File: src/rtl/vga_pkg.sv
// Shared constants and helpers for the VGA pixel pipeline.
//   - Default widths for the counters, object coordinates and colours.
//   - Default object size.
//   - 800x600 active-area constants and the blanking colour.
//   - A helper that returns the LSB offset of element idx in a packed vector.
package vga_pkg;

  localparam int DEF_CNT_W = 11;
  localparam int DEF_POS_W = 12;
  localparam int DEF_RGB_W = 12;
  localparam int DEF_OBJ_W = 32;
  localparam int DEF_OBJ_H = 32;

  localparam int H_ACTIVE = 800;
  localparam int V_ACTIVE = 600;

  localparam logic [11:0] BLACK = 12'h000;

  // Element idx of width w sits at [slice_lsb(idx, w) +: w].
  function automatic int unsigned slice_lsb(input int unsigned idx, input int unsigned w);
    return idx * w;
  endfunction

endpackage

File: src/rtl/obj_hit_cmp.sv
// Combinational point-in-rectangle test for one object.
//   en_i       object enabled (a disabled object never hits)
//   h_i, v_i   current pixel position
//   x_i, y_i   top-left corner of the object
//   hit_o      1 when (h, v) lies inside the OBJ_W x OBJ_H rectangle
module obj_hit_cmp
  import vga_pkg::*;
#(
  parameter int OBJ_W = DEF_OBJ_W,
  parameter int OBJ_H = DEF_OBJ_H,
  parameter int POS_W = DEF_POS_W,
  parameter int CNT_W = DEF_CNT_W
) (
  input  logic             en_i,
  input  logic [CNT_W-1:0] h_i,
  input  logic [CNT_W-1:0] v_i,
  input  logic [POS_W-1:0] x_i,
  input  logic [POS_W-1:0] y_i,
  output logic             hit_o
);

  // All compares run one bit wider than the coordinates so that the far
  // edge of an object near 4095 never wraps back to column/line 0.
  logic [POS_W:0] h_ext, v_ext, x_ext, y_ext, x_end, y_end;

  assign h_ext = (POS_W+1)'(h_i);
  assign v_ext = (POS_W+1)'(v_i);
  assign x_ext = {1'b0, x_i};
  assign y_ext = {1'b0, y_i};
  assign x_end = x_ext + (POS_W+1)'(OBJ_W);
  assign y_end = y_ext + (POS_W+1)'(OBJ_H);

  assign hit_o = en_i && (h_ext >= x_ext) && (h_ext < x_end) &&
                 (v_ext >= y_ext) && (v_ext < y_end);

endmodule

File: src/rtl/draw_obj_layer.sv
// Overlay stage painting N_OBJ rectangles over the upstream pixel stream.
//   pclk, rst_n              pixel clock, async active-low reset
//   hcount_in .. vblnk_in    timing bundle in; *_out is the same, 2 pclk later
//   rgb_in / rgb_out         upstream pixel / composited pixel (2 pclk later)
//   obj_x, obj_y, obj_color  packed per-object position and colour
//   obj_en                   per-object enable
//   coll_flags               bit k: player (object 0) overlapped object k last frame
//   coll_valid               one-cycle pulse when coll_flags is refreshed
// Object inputs are sampled once per frame at the vblank rising edge, so the
// producer may update them at any time without tearing.
module draw_obj_layer
  import vga_pkg::*;
#(
  parameter int N_OBJ = 4,
  parameter int OBJ_W = DEF_OBJ_W,
  parameter int OBJ_H = DEF_OBJ_H,
  parameter int CNT_W = DEF_CNT_W,
  parameter int POS_W = DEF_POS_W,
  parameter int RGB_W = DEF_RGB_W
) (
  input  logic                   pclk,
  input  logic                   rst_n,
  input  logic [CNT_W-1:0]       hcount_in,
  input  logic [CNT_W-1:0]       vcount_in,
  input  logic                   hsync_in,
  input  logic                   vsync_in,
  input  logic                   hblnk_in,
  input  logic                   vblnk_in,
  input  logic [RGB_W-1:0]       rgb_in,
  input  logic [N_OBJ*POS_W-1:0] obj_x,
  input  logic [N_OBJ*POS_W-1:0] obj_y,
  input  logic [N_OBJ*RGB_W-1:0] obj_color,
  input  logic [N_OBJ-1:0]       obj_en,
  output logic [CNT_W-1:0]       hcount_out,
  output logic [CNT_W-1:0]       vcount_out,
  output logic                   hsync_out,
  output logic                   vsync_out,
  output logic                   hblnk_out,
  output logic                   vblnk_out,
  output logic [RGB_W-1:0]       rgb_out,
  output logic [N_OBJ-1:0]       coll_flags,
  output logic                   coll_valid
);

  // Stage-1 registers
  logic [CNT_W-1:0] hcount_q, vcount_q;
  logic             hsync_q, vsync_q, hblnk_q, vblnk_q;
  logic [RGB_W-1:0] rgb_q;

  // Per-frame shadow copies of the object inputs
  logic [N_OBJ*POS_W-1:0] sh_x_q, sh_y_q;
  logic [N_OBJ*RGB_W-1:0] sh_color_q;
  logic [N_OBJ-1:0]       sh_en_q;

  logic [N_OBJ-1:0] acc_q, acc_d;
  logic [N_OBJ-1:0] hit;
  logic [RGB_W-1:0] rgb_d;
  logic             shadow_load, report, active;

  // vblnk_q is the registered vblnk_in; vblnk_out is the registered stage-1 vblnk.
  assign shadow_load = vblnk_in & ~vblnk_q;
  assign report      = vblnk_q & ~vblnk_out;
  assign active      = ~hblnk_q & ~vblnk_q;

  for (genvar g = 0; g < N_OBJ; g++) begin : g_hit
    obj_hit_cmp #(
      .OBJ_W(OBJ_W), .OBJ_H(OBJ_H), .POS_W(POS_W), .CNT_W(CNT_W)
    ) u_cmp (
      .en_i (sh_en_q[g]),
      .h_i  (hcount_q),
      .v_i  (vcount_q),
      .x_i  (sh_x_q[slice_lsb(g, POS_W) +: POS_W]),
      .y_i  (sh_y_q[slice_lsb(g, POS_W) +: POS_W]),
      .hit_o(hit[g])
    );
  end

  // Lowest index wins: scan from the top so lower indices overwrite.
  always_comb begin
    rgb_d = rgb_q;
    for (int k = N_OBJ - 1; k >= 0; k--) begin
      if (hit[k]) rgb_d = sh_color_q[slice_lsb(k, RGB_W) +: RGB_W];
    end
    if (!active) rgb_d = RGB_W'(BLACK);
  end

  // Report and accumulation are mutually exclusive: report only happens in vblank.
  always_comb begin
    acc_d = acc_q;
    if (report) begin
      acc_d = '0;
    end else if (active) begin
      for (int k = 1; k < N_OBJ; k++) begin
        acc_d[k] = acc_q[k] | (hit[0] & hit[k]);
      end
    end
  end

  always_ff @(posedge pclk or negedge rst_n) begin
    if (!rst_n) begin
      hcount_q   <= '0;
      vcount_q   <= '0;
      hsync_q    <= 1'b0;
      vsync_q    <= 1'b0;
      hblnk_q    <= 1'b0;
      vblnk_q    <= 1'b0;
      rgb_q      <= '0;
      hcount_out <= '0;
      vcount_out <= '0;
      hsync_out  <= 1'b0;
      vsync_out  <= 1'b0;
      hblnk_out  <= 1'b0;
      vblnk_out  <= 1'b0;
      rgb_out    <= '0;
      sh_x_q     <= '0;
      sh_y_q     <= '0;
      sh_color_q <= '0;
      sh_en_q    <= '0;
      acc_q      <= '0;
      coll_flags <= '0;
      coll_valid <= 1'b0;
    end else begin
      hcount_q   <= hcount_in;
      vcount_q   <= vcount_in;
      hsync_q    <= hsync_in;
      vsync_q    <= vsync_in;
      hblnk_q    <= hblnk_in;
      vblnk_q    <= vblnk_in;
      rgb_q      <= rgb_in;
      hcount_out <= hcount_q;
      vcount_out <= vcount_q;
      hsync_out  <= hsync_q;
      vsync_out  <= vsync_q;
      hblnk_out  <= hblnk_q;
      vblnk_out  <= vblnk_q;
      rgb_out    <= rgb_d;
      if (shadow_load) begin
        sh_x_q     <= obj_x;
        sh_y_q     <= obj_y;
        sh_color_q <= obj_color;
        sh_en_q    <= obj_en;
      end
      acc_q      <= acc_d;
      coll_valid <= report;
      if (report) coll_flags <= acc_q;
    end
  end

endmodule

File: config.mk
export PLATFORM = sky130hd
export DESIGN_NAME = draw_obj_layer
export DESIGN_NICKNAME = d
export VERILOG_FILES = /design/src/rtl/vga_pkg.sv /design/src/rtl/obj_hit_cmp.sv /design/src/rtl/draw_obj_layer.sv
export SDC_FILE = /design/constraint.sdc
export NUM_CORES = 1
export LEC_CHECK = 0
export BUFFER_PORTS_ARGS = -buffer_cell sky130_fd_sc_hd__buf_2
export CAP_MARGIN = 20
export CORE_ASPECT_RATIO = 1.2
export CORE_MARGIN = 2
export CORE_UTILIZATION = 60
export CTS_CLUSTER_DIAMETER = 150
export DETAILED_ROUTE_END_ITERATION = 10
export PLACE_DENSITY = 0.83
export SETUP_SLACK_MARGIN = 0.4
export SYNTH_ARGS = -nofsm -noshare
export SYNTH_HDL_FRONTEND = slang
export SYNTH_SLANG_ARGS = --single-unit
File: constraint.sdc
create_clock -name pclk -period 8.6 [get_ports pclk]
set_clock_uncertainty 0.2 [all_clocks]
set_input_delay 0.43 -clock pclk [delete_from_list [all_inputs] [get_ports pclk]]
set_output_delay 0.43 -clock pclk [all_outputs]
set_load 0.02 [all_outputs]
=== Word level (Yosys, flattened, before mapping) ===
Cells that the tools add are included.

* Bits in registers: 231
* Input port bits: 188
* Output and inout port bits: 43
* Logic and storage cells: 81

* Add/sub/neg operators: 8
* Magnitude comparators: 16
* Muxes and demuxes: 7
* Bitwise operators: 12
* Reduce and logical (&&, ||, !) cells: 17

{| class="wikitable"
|+ Operators by type and width
! kind !! number
|-
| $add 12x6->13 const B || 8
|-
| $lt 11x13->1 || 8
|-
| $ge 11x12->1 || 8
|-
| $mux 12 || 5
|-
| $logic_and 1x1->1 || 16
|-
| $and 1x1->1 || 6
|-
| $mux 3 || 2
|-
| $not 1->1 || 3
|-
| $or 1x1->1 || 3
|-
| $reduce_bool 2->1 || 1
|}

=== Depth between registers and ports, before layout ===
* Word-level depth: 10
* Gate-level depth with buffers: 13

=== Hierarchy ===
Synthesis repeated with hierarchy kept, for this count alone.

* Cells, all modules: 1,049
* Area total of the unflattened synthesis: 12,912.4 µm²

{| class="wikitable"
|+ Modules (own cells, without submodules)
! module !! instances !! cells each !! area each (µm²) !! seq. area each (µm²)
|-
| draw_obj_layer || 1 || 475 || 8,585.7 || 5,780.5
|-
| obj_hit_cmp (g_hit[1].u_cmp ...) || 2 || 143 || 1,053.5 || 0.0
|-
| obj_hit_cmp (g_hit[0].u_cmp) || 1 || 144 || 1,111.1 || 0.0
|-
| obj_hit_cmp (g_hit[2].u_cmp) || 1 || 144 || 1,108.6 || 0.0
|}

=== Least setup slack after synthesis ===
Ideal clock, no wire load.

* Path type: reg2reg
* From: reg sh_x_q[17]
* To: reg rgb_out[0]
* Setup time: 96 ps
* Arrival time: 2,638 ps
* Data required time: 8,304 ps
* Path slack: 5,666 ps
* Cell stages (with the launch flop): 11
* Clock period less this slack: 2,934 ps
* Cells stage by stage: dfrtp_1 > ha_1 > xnor2_1 > ha_1 > and4b_1 > a211o_1 > o311ai_0 > nand4_1 > nand2_1 > o22ai_1 > o31ai_1

* Word-level cells in the longest chain between the ends: 8
* Elaborated cells on any way between the ends: 10
* Those cells by class: add/sub: 1; order compare: 2; mux: 3; reduce/logical: 4

{| class="wikitable"
|+ RTL lines
! item !! line !! RTL
|-
| start, declared || draw_obj_layer.sv:51 || <nowiki>logic [N_OBJ*POS_W-1:0] sh_x_q, sh_y_q;</nowiki>
|-
| start signal, assigned || draw_obj_layer.sv:138 || <nowiki>sh_x_q <= obj_x;</nowiki>
|-
| $add 12x6->13 / $ge 11x12->1 (equally long branches) || obj_hit_cmp.sv:30, obj_hit_cmp.sv:33 ||
|-
| $lt 11x13->1 / $logic_and 1x1->1 (equally long branches) || obj_hit_cmp.sv:33 || <nowiki>assign hit_o = en_i && (h_ext >= x_ext) && (h_ext < x_end) &&</nowiki>
|-
| $logic_and 1x1->1 * (2 in a row) || obj_hit_cmp.sv:33 ||
|-
| $logic_and 1x1->1 * || obj_hit_cmp.sv:34 || <nowiki>(v_ext >= y_ext) && (v_ext < y_end);</nowiki>
|-
| $mux 12 * (2 in a row) || draw_obj_layer.sv:82 || <nowiki>if (hit[k]) rgb_d = sh_color_q[slice_lsb(k, RGB_W) +: RGB_W];</nowiki>
|-
| $mux 12 * || draw_obj_layer.sv:84 || <nowiki>if (!active) rgb_d = RGB_W'(BLACK);</nowiki>
|-
| net rgb_d[0] || draw_obj_layer.sv:57 || <nowiki>logic [RGB_W-1:0] rgb_d;</nowiki>
|-
| end signal, assigned || draw_obj_layer.sv:136 || <nowiki>rgb_out <= rgb_d;</nowiki>
|-
| end, declared || draw_obj_layer.sv:40 || <nowiki>output logic [RGB_W-1:0] rgb_out,</nowiki>
|}

Mark *: on every way through the listed nets, which the timed path passes. The rest lies on a longest branch.
A chain may end at the register's enable or synchronous reset.

=== Worst setup path in the final report ===
* From: reg sh_x_q[17]
* To: reg rgb_out[10]

Same word-level chain as after synthesis.

==> run_results.csv <==
group,metric,value,unit
outcome,status,"complete, no violations",
setup_path,worstRegToRegCells,10,
placed_design,io_buffers,229,
timing,hold_viol_final,0,
yosys,synthCells,1124,
yosys,synth_ff_type,"dfrtp_1",
timing,rsz0062_at_grt,"no",
cells_and_area,n_fill_cell,1076,
setup_path,crit_slowest_cell,"nand4_1",
floorplanning,dieWidth,133,um
power,p_clk_share,35.1,%
route,vias,10633,
setup_path,crit_top_cell,"ha_1",
power,netSwitchingPower,891,uW
grt,grt_max_degree,89,
placed_design,place_area,13400,sq um
power,power_density,188,nW/um^2
clocking,clock-root-buffer,"clkbuf_16",
setup_path,crit_type,"reg -> reg",
yosys,syn_nets,1456,
setup_path,cp_cell_sequence,"ha_1 > xnor2_1 > ha_1 > and4b_1 > a211o_1 > o311ai_0 > nand4_1 > nand2_1 > o22ai_1 > o31ai_1",
route,drt-total-wl,38100,um
grt,grt_pass1_vias,11723,
yosys,ys_types,56,
timing,worst_pin_slew,1.13,ns
setup_path,crit_family,"simple AND/OR/NAND/NOR gates",
placed_design,gp_congestion,0.938,
yosys,synth-seq-area-share,48.0,%
cells_and_area,area_growth,33.9,%
floorplanning,rows,56,
timing,slew_viol_final,0,
grt,antenna_found_initial,2,
cells_and_area,final_nets,1873,
power,vdd_drop_max,0.223,mV
yosys,yosysTopAreaCellShare,48.0,%
timing,fmax,212,MHz
placed_design,dpl.hpwl,22600,um
setup_path,worst_path_largest_cell_delay,0.90,ns
timing,relSlewSlack,24.1,%
power,p_leak,0.00775,uW
floorplanning,die-area,21200,sq um
yosys,syn_area_per_cell,10.7,sq um
worst_hold_path,min_path_cells,0,
clocking,cts_max_level,1,
clocking,clkTransAtPathRegs,0.06,ns
power,swShare,29.4,%
cells_and_area,final_layout_size_suffix_gt1_share,22.7,%
cells_and_area,fin_area,16100,sq um
yosys,yosys.area.top_type,"dfrtp_1",
clocking,clk_latency,0.53,ns
clocking,cts_tree,"yes",
worst_hold_path,worstHoldPathType,"reg -> reg",
grt,grt_pass1_wl,60200,um
timing,layout_min_cycle_time,4.72,ns
yosys,netlist_area,12000,sq um
floorplanning,start_util,61.4,%
setup_path,required,8.81,ns
clocking,cts-buffers-inserted,24,
setup_path,crit_arrival,4.93,ns
setup_path,start_kind,"flip-flop",
power,p_int,2140,uW
timing,setup_tns,0,ns
setup_path,path_max_fanout,15,
yosys,synth-seq-cells,231,
route,drc,0,
setup_path,cp.depth,10,
power,power_frac_seq,42.9,%
yosys,synth-edff-count,0,
route,ant_nets,0,
grt,grt.total_usage,36.2,%
timing,finalSetupViolations,0,
grt,grt_remaining_overflow,0,
yosys,synth_area_leaders,"dfrtp_1 48%, ha_1 15%, mux2_2 7.4%",
yosys,synth_warnings,0,
floorplanning,core-area,19600,sq um
setup_path,endpoint_kind,"flip-flop",
yosys,async_flop_share,100,%
floorplanning,ios,231,
route,drt_iter0_drc,677,
floorplanning,die_y,159,um
clocking,cts.sink_count,231,
power,comb_power_share,22.0,%
run,cap_violations,0,
setup_path,crit_buf_inv,0,
route,post_drt_via_cell_ratio,5.84,
clocking,clock_path_buffers,3,
cells_and_area,finalCoreUtilization,82.2,%
timing,post-route-period-util,54.9,%
route,dr.pass1.iters,5,
route,routedWlPerCell,20.9,um
## registers in the layout, indices dropped and copies added (netlist names), 3 cells and up
signal / cells
sh_y_q: 48
rgb_out: 12
vcount_out: 11
hcount_q: 11
acc_q: 3
vcount_q: 11
sh_en_q: 4
sh_x_q: 48
sh_color_q: 48
hcount_out: 11
rgb_q: 12
coll_flags: 3
## per-stage QoR
step	hold slack [ns]	power [uW]	setup slack [ns]	std cells
3_5_place_dp	0.139	1880	4.35	1588
2_1_floorplan	-0.0656	1670	5.67	1124
5_1_grt	0.168	3160	3.72	1819
6_report	0.150	3030	3.88	1820
4_1_cts	0.148	2980	4.31	1817
3_3_place_gp	0.137	1850	4.63	1588
## cell usage after synthesis (2+ instances only)
library cell,count
a2111oi_0,4
a211o_1,2
a211oi_1,6
a21boi_0,2
a21o_1,9
a21oi_1,42
a221oi_1,5
a32oi_1,2
and3_1,9
and4_1,2
and4b_1,6
buf_1,7
clkbuf_1,21
dfrtp_1,231
ha_1,144
inv_1,98
mux2_2,79
mux2i_1,9
nand2_1,116
nand2b_1,6
nand3_1,35
nand4_1,8
nor2_1,38
nor2b_1,8
nor3_1,6
nor3b_1,3
nor4_1,4
o2111ai_1,7
o211ai_1,10
o21a_1,11
o21ai_0,110
o221ai_1,2
o22a_1,2
o22ai_1,11
o311ai_0,2
o31a_1,3
o31ai_1,14
xnor2_1,32
## kinds of logic (layout without fill, tap and decap cells)
kind of cell | count (synthesis) | count (layout) | share of synthesized area [%]
buffers and inverters | 129 | 562 | 4.12
XOR/XNOR | 32 | 32 | 2.33
AO/OA/AOI/OAI | 251 | 251 | 12.7
other | 1 | 3 | 0.0311
multiplexers | 88 | 88 | 8.14
flip-flops | 231 | 231 | 48.0
adder cells (fa/ha/maj) | 144 | 144 | 15.0
AND/OR/NAND/NOR | 248 | 248 | 9.68
## power by group through the flow
stage          clock (uW)  combinational (uW)  sequential, uW
6_report             1060                 668            1300
5_1_grt              1110                 744            1310
4_1_cts              1040                 643            1290
3_5_place_dp            0                 569            1310
3_3_place_gp            0                 546            1300
2_1_floorplan           0                 378            1290
## area by class of cell
type	count	area [sq um]	area share [%]
diodes	2	5.00	0.0310
inverters	98	368	2.28
multi-input cells	764	5770	35.8
well taps	261	327	2.02
clock inverters	8	93.8	0.582
clock buffers	34	689	4.27
repair buffers	422	3090	19.2
flip-flops and latches	231	5780	35.8
## final timing paths
path	from	to	slack (ns)
worst max-delay path	sh_x_q[17]	rgb_out[10]	3.88
worst min-delay path	vsync_q	vsync_out	0.15
worst max register to register	sh_x_q[17]	rgb_out[10]	3.88
worst min register to register	vsync_q	vsync_out	0.15
max in group asynchronous	rst_n	sh_y_q[20]	6.58
min in group asynchronous	rst_n	rgb_q[1]	0.31
## timing repair
action                                 CTS  global route
hold buffers                           187             0
gates resized for setup                  0             0
endpoints found under the hold margin  272             0
setup endpoints to repair                0             0
buffers inserted                         0             0
## placed cells by master, fill, tap and decap left out, types with 6 or more instances in the layout
cell,netlist,layout
o31ai_1,14,14
nor2b_1,8,7
inv_1,98,98
nand2_1,116,116
buf_2,1,228
o211ai_1,10,10
o2111ai_1,7,7
o21ai_0,110,110
a21oi_1,42,42
dlygate4sd3_1,0,187
o22ai_1,11,11
and3_1,9,9
nor2_1,38,38
mux2_2,79,79
a21o_1,9,9
o21a_1,11,11
xnor2_1,32,32
mux2i_1,9,9
ha_1,144,144
a211oi_1,6,6
and4b_1,6,6
clkbuf_1,21,6
dfrtp_1,231,231
clkbuf_16,0,25
nor3_1,6,6
nand4_1,8,8
nand3_1,35,35
nand2b_1,6,6
## per-layer routing
metal	GRT usage [%]	up-vias	routed length [um]
li1	-	4822	-
met1	40.8	5070	13900
met2	62.6	561	19000
met3	7.20	180	2720
met4	22.7	0	2460
met5	0	-	0
(Power assumes the default switching activity.)
